--- config.mk ---
export PLATFORM = sky130hd
export DESIGN_NAME = instr_fetch_stage
export DESIGN_NICKNAME = d
export VERILOG_FILES = /design/src/rtl/instr_fetch_stage.sv
export SDC_FILE = /design/constraint.sdc
export NUM_CORES = 1
export LEC_CHECK = 0
export CAP_MARGIN = 25
export CORE_AREA = 2 2 85 87
export DETAILED_ROUTE_END_ITERATION = 10
export DIE_AREA = 0 0 87 89
export PLACE_DENSITY = 0.73
export REMOVE_ABC_BUFFERS = 1
export SLEW_MARGIN = 40
export SYNTH_ARGS = -nofsm -noshare
export SYNTH_HDL_FRONTEND = slang
export SYNTH_SLANG_ARGS = --single-unit
--- constraint.sdc ---
create_clock -name Clock -period 1.67 [get_ports Clock]
set_input_delay 0.334 -clock Clock [delete_from_list [all_inputs] [get_ports Clock]]
set_output_delay 0.334 -clock Clock [all_outputs]
set_load 0.01 [all_outputs]
--- src/rtl/instr_fetch_stage.sv ---
// ============================================================================
// Module      : instr_fetch_stage
// Description : PC and IF/ID register for a 16-bit byte-addressed instruction
//               memory. Handles decode stalls, branch redirects and halting
//               on INVALID_WORD. Define IFETCH_PERF_COUNT_EN for counters.
// Revision    : 1.0 - initial release
// ============================================================================
`default_nettype none

module instr_fetch_stage #(
    parameter logic [15:0] RESET_PC     = 16'h0000,
    parameter logic [15:0] PC_STEP      = 16'd2,
    parameter logic [15:0] INVALID_WORD = 16'hEFFF
) (
    input  logic        Clock,
    input  logic        Reset,
    input  logic        Stall,
    input  logic        BranchTaken,
    input  logic [15:0] BranchTarget,
    output logic [15:0] IMemAddress,
    input  logic [15:0] IMemReadData,
    output logic [15:0] IFID_Instr,
    output logic [15:0] IFID_PC,
    output logic        IFID_Valid,
    output logic        Halted,
    output logic [15:0] FetchCount,
    output logic [15:0] StallCount
);

    localparam logic [0:0] S_FETCH = 1'b0;
    localparam logic [0:0] S_HALT  = 1'b1;

    logic [0:0]  r_state;
    logic [15:0] r_pc;
    logic [15:0] r_instr;
    logic [15:0] r_ifid_pc;
    logic        r_valid;

    logic        w_fetch_ok;
    logic        w_load;
    logic        w_stall_cnt;
    logic        w_unused_tgt_lsb;

    // Instructions are halfword aligned, so the target LSB is discarded.
    assign w_unused_tgt_lsb = BranchTarget[0];

    assign w_fetch_ok  = !BranchTaken && (r_state == S_FETCH) && !Stall;
    assign w_load      = w_fetch_ok && (IMemReadData != INVALID_WORD);
    assign w_stall_cnt = !BranchTaken && (r_state == S_FETCH) && Stall;

    always_ff @(posedge Clock) begin
        if (Reset) begin
            r_state   <= S_FETCH;
            r_pc      <= RESET_PC;
            r_instr   <= 16'h0000;
            r_ifid_pc <= 16'h0000;
            r_valid   <= 1'b0;
        end else if (BranchTaken) begin
            // One bubble: IF/ID is invalidated while the target is fetched.
            r_state <= S_FETCH;
            r_pc    <= {BranchTarget[15:1], 1'b0};
            r_instr <= 16'h0000;
            r_valid <= 1'b0;
        end else if (w_fetch_ok) begin
            if (w_load) begin
                r_instr   <= IMemReadData;
                r_ifid_pc <= r_pc;
                r_valid   <= 1'b1;
                r_pc      <= r_pc + PC_STEP;
            end else begin
                r_instr <= 16'h0000;
                r_valid <= 1'b0;
                r_state <= S_HALT;
            end
        end
    end

`ifdef IFETCH_PERF_COUNT_EN
    logic [15:0] r_fetch_cnt;
    logic [15:0] r_stall_cnt;

    always_ff @(posedge Clock) begin
        if (Reset) begin
            r_fetch_cnt <= 16'h0000;
            r_stall_cnt <= 16'h0000;
        end else begin
            if (w_load && (r_fetch_cnt != 16'hFFFF)) begin
                r_fetch_cnt <= r_fetch_cnt + 16'd1;
            end
            if (w_stall_cnt && (r_stall_cnt != 16'hFFFF)) begin
                r_stall_cnt <= r_stall_cnt + 16'd1;
            end
        end
    end

    assign FetchCount = r_fetch_cnt;
    assign StallCount = r_stall_cnt;
`else
    logic w_unused_stall_cnt;
    assign w_unused_stall_cnt = w_stall_cnt;
    assign FetchCount = 16'h0000;
    assign StallCount = 16'h0000;
`endif

    assign IMemAddress = r_pc;
    assign IFID_Instr  = r_instr;
    assign IFID_PC     = r_ifid_pc;
    assign IFID_Valid  = r_valid;
    assign Halted      = (r_state == S_HALT);

endmodule

`default_nettype wire

==> reports/results.ini <==
[yosys]
ys.flop_type = dfxtp_1
ys_warn_count = 0
netlist-cell-type-count = 36
synth_top_area_cell = dfxtp_1
syn-cell-area_mm2 = 0.00244
synth_top_area_share_pct = 39.3
synthTopCellsByCount = dfxtp_1 (48), a21oi_1 (36), nand3_1 (36)
ys_ff_latch = 48
ys_async_sr_fraction_pct = 0
synth.top_cells.by_area = dfxtp_1 (39%), buf_4 (10%), a21oi_1 (7.4%), nand3_1 (7.4%), nand2_1 (4.8%)
ys_seq_area_share_pct = 39.3
yosysMostFrequentCell = dfxtp_1
synth_edf_count = 0
avgSynthCellArea_um2 = 7.96
synth_cells = 307

[sta]
fmax_mhz = 611
skew_ns = 0.00826
finalSetupTns_ns = 0
setup_viol_count_final = 0
rsz0062_at_grt = yes
final_hold_viol_count = 0
slew_violations = 0
finalCriticalPeriod_ns = 1.64
post-route-period-util_pct = 98.1

[critical_path]
cp_cell_sequence = buf_4, clkdlybuf4s50_1
cp.arrival_ns = 1.30
critical_path_required_ns = 1.34
worst-r2r-cell-count = 4
path_class = reg -> out
slowest_stage = clkdlybuf4s50_1
rr_endpoint = IMemAddress[7]
rrSetupSlack_ns = 0.07
reg2reg_from = Halted
cp-end-kind = primary output
cp-start-kind = register
critPathMaxFanout = 4
slowest_delay_ns = 0.53

[power_and_ir_drop]
p_clk_share_pct = 30.0
seq_power_share_pct = 51.7
power_density_mw_per_mm2 = 642
power_switching_mw = 0.626
ir_drop_mv = 0.298
p_sw_share_pct = 26.5
total_power_mw = 2.36
p_leak_nw = 1.42
share_comb_of_total_power_pct = 18.3
p_int_mw = 1.74

[clock_network]
tritoncts = built
clkTransAtPathRegs_ns = 0.09
clock_latency_ns = 0.30
cts_buffers = 5
cts.htree.levels = 2
holdBufCountCts = 0
cts_num_sinks = 48
clockBufferDepth = 2
root_buffer = clkbuf_8

[flow_run]
drv_cap = 0

[hold_path]
worstHoldStart = IMemReadData[12]
hold_class = in -> reg
min_path_cells = 3
whs_endpoint = IFID_Instr[12]

[drt]
antenna_left = 0
first_iter_violations = 206
drc_errors = 0
viasPerCell = 5.38
avgRoutedWirePerCell_um = 15.9
dr.pass1.iters = 5
vias = 2642
routed_wl_mm = 7.79

[final_layout]
seq_area_um2 = 971
multi_input_area_mm2 = 0.00128
drive_above_1_share_pct = 18.2
stdcell_area_mm2 = 0.00368
finalNetCount = 447
fill_cells = 618
utilization_pct = 54.7
diodes = 0
areaGrowthSynthToFinish_pct = 50.6

[grt]
grtUsageMet3_pct = 4.16
grt_max_degree = 23
grtUsageMet1_pct = 25.4
grt-ovfl-total = 0
antenna_found_initial = 0
grt_use_met2_pct = 32.0
grt_pass1_wl_mm = 11.9
busiest_layer = met2
gr-usage-all-layers_pct = 19.7
grt_pass1_vias = 2411

[die]
pin_count = 118
initial_core_util_pct = 36.4
die_h_um = 89
rows = 30
fp.coreArea_mm2 = 0.00672
die_width_um = 87
die_area_mm2 = 0.00774

[run_status]
status = finished clean

[place]
dpl-instance-area_mm2 = 0.00340
gp_congestion = 0.792
hpwl_mm = 5.19
numPortBuffers = 82

[logic make-up (layout without fill, tap and decap cells)]
logic type	after synthesis	count (layout)	synth area share (%)
other	1	34	0.154
multiplexers	1	1	0.410
AO/OA/AOI/OAI	82	82	20.1
flip-flops	48	48	39.3
adder cells (fa/ha/maj)	1	1	0.512
buffers and inverters	66	137	15.8
AND/OR/NAND/NOR	108	108	23.6
[placed cells by master (no fill, tap or decap), types with 4 or more instances in the layout]
cell / instances
a21oi_1: 36
a31oi_1: 8
buf_4: 32
clkbuf_2: 5
clkbuf_8: 6
clkdlybuf4s15_1: 8
clkdlybuf4s50_1: 61
conb_1: 34
dfxtp_1: 40
dfxtp_2: 8
dlygate4sd2_1: 5
inv_1: 5
nand2_1: 31
nand3_1: 35
nand4_1: 7
nor2_1: 5
o21ai_0: 15
o311ai_0: 8
o31a_1: 5
or4_1: 6
or4_4: 4
[layout make-up]
cell class	instances	area share (%)
tap	80	2.72
multi-input combinational	226	34.9
timing repair buffer	124	33.1
sequential	48	26.4
clock buffer	8	2.45
inverter	5	0.510
[critical path: cells and delay by family, from the launching register on]
family	cells	cell delay [ns]
buffers and inverters	2	0.67
flip-flops	1	0.34
[state kept, by name, summed over array words and instances (netlist names)]
name         cells
IFID_PC         15
Halted           1
IMemAddress     15
IFID_Instr      16
IFID_Valid       1
[what timing repair did]
item                                    in CTS  in global routing
hold endpoints to repair                     0                  0
gates resized for setup                     31                 35
gates cloned                                 5                  0
pin swaps                                   15                 10
buffers inserted                             6                  2
endpoints found under the setup margin      51                 54
[power groups by stage]
stage	sequential [mW]	clock (mW)	combinational [mW]
finish	1.22	0.708	0.433
global placement	1.24	0	0.420
detailed placement	1.24	0	0.427
CTS	1.22	0.729	0.424
global route	1.23	0.780	0.469
floorplan	1.26	0	0.134
[worst max path at each step]
stage	startpoint	endpoint	slack, ns	cells past startpoint
final	Halted	Halted	0.03	2
after global routing	IMemReadData[10]	IMemAddress[7]	-0.02	8
after CTS	IMemReadData[2]	IMemAddress[2]	0.0008	7
after detailed placement	IMemReadData[10]	IMemAddress[2]	-0.51	6
after global placement	IMemReadData[14]	IMemAddress[2]	-0.47	6
after floorplan	IMemReadData[12]	IMemAddress[15]	-0.91	4
[metrics by stage]
stage | cells | setup slack [ns] | hold slack [ns]
after floorplan | 279 | -0.914 | 0.403
after global placement | 473 | -0.470 | 0.439
after detailed placement | 473 | -0.512 | 0.443
after CTS | 491 | 0.000839 | 0.375
after global routing | 491 | -0.0250 | 0.267
final | 491 | 0.0320 | 0.274
[metal layers]
metal / share of wire, % / wire, µm
met5: 0 / 0
met4: 2.1 / 163
met3: 7.2 / 560
met2: 49 / 3850
met1: 41 / 3210
No activity file was read; power rests on OpenSTA's default activity.
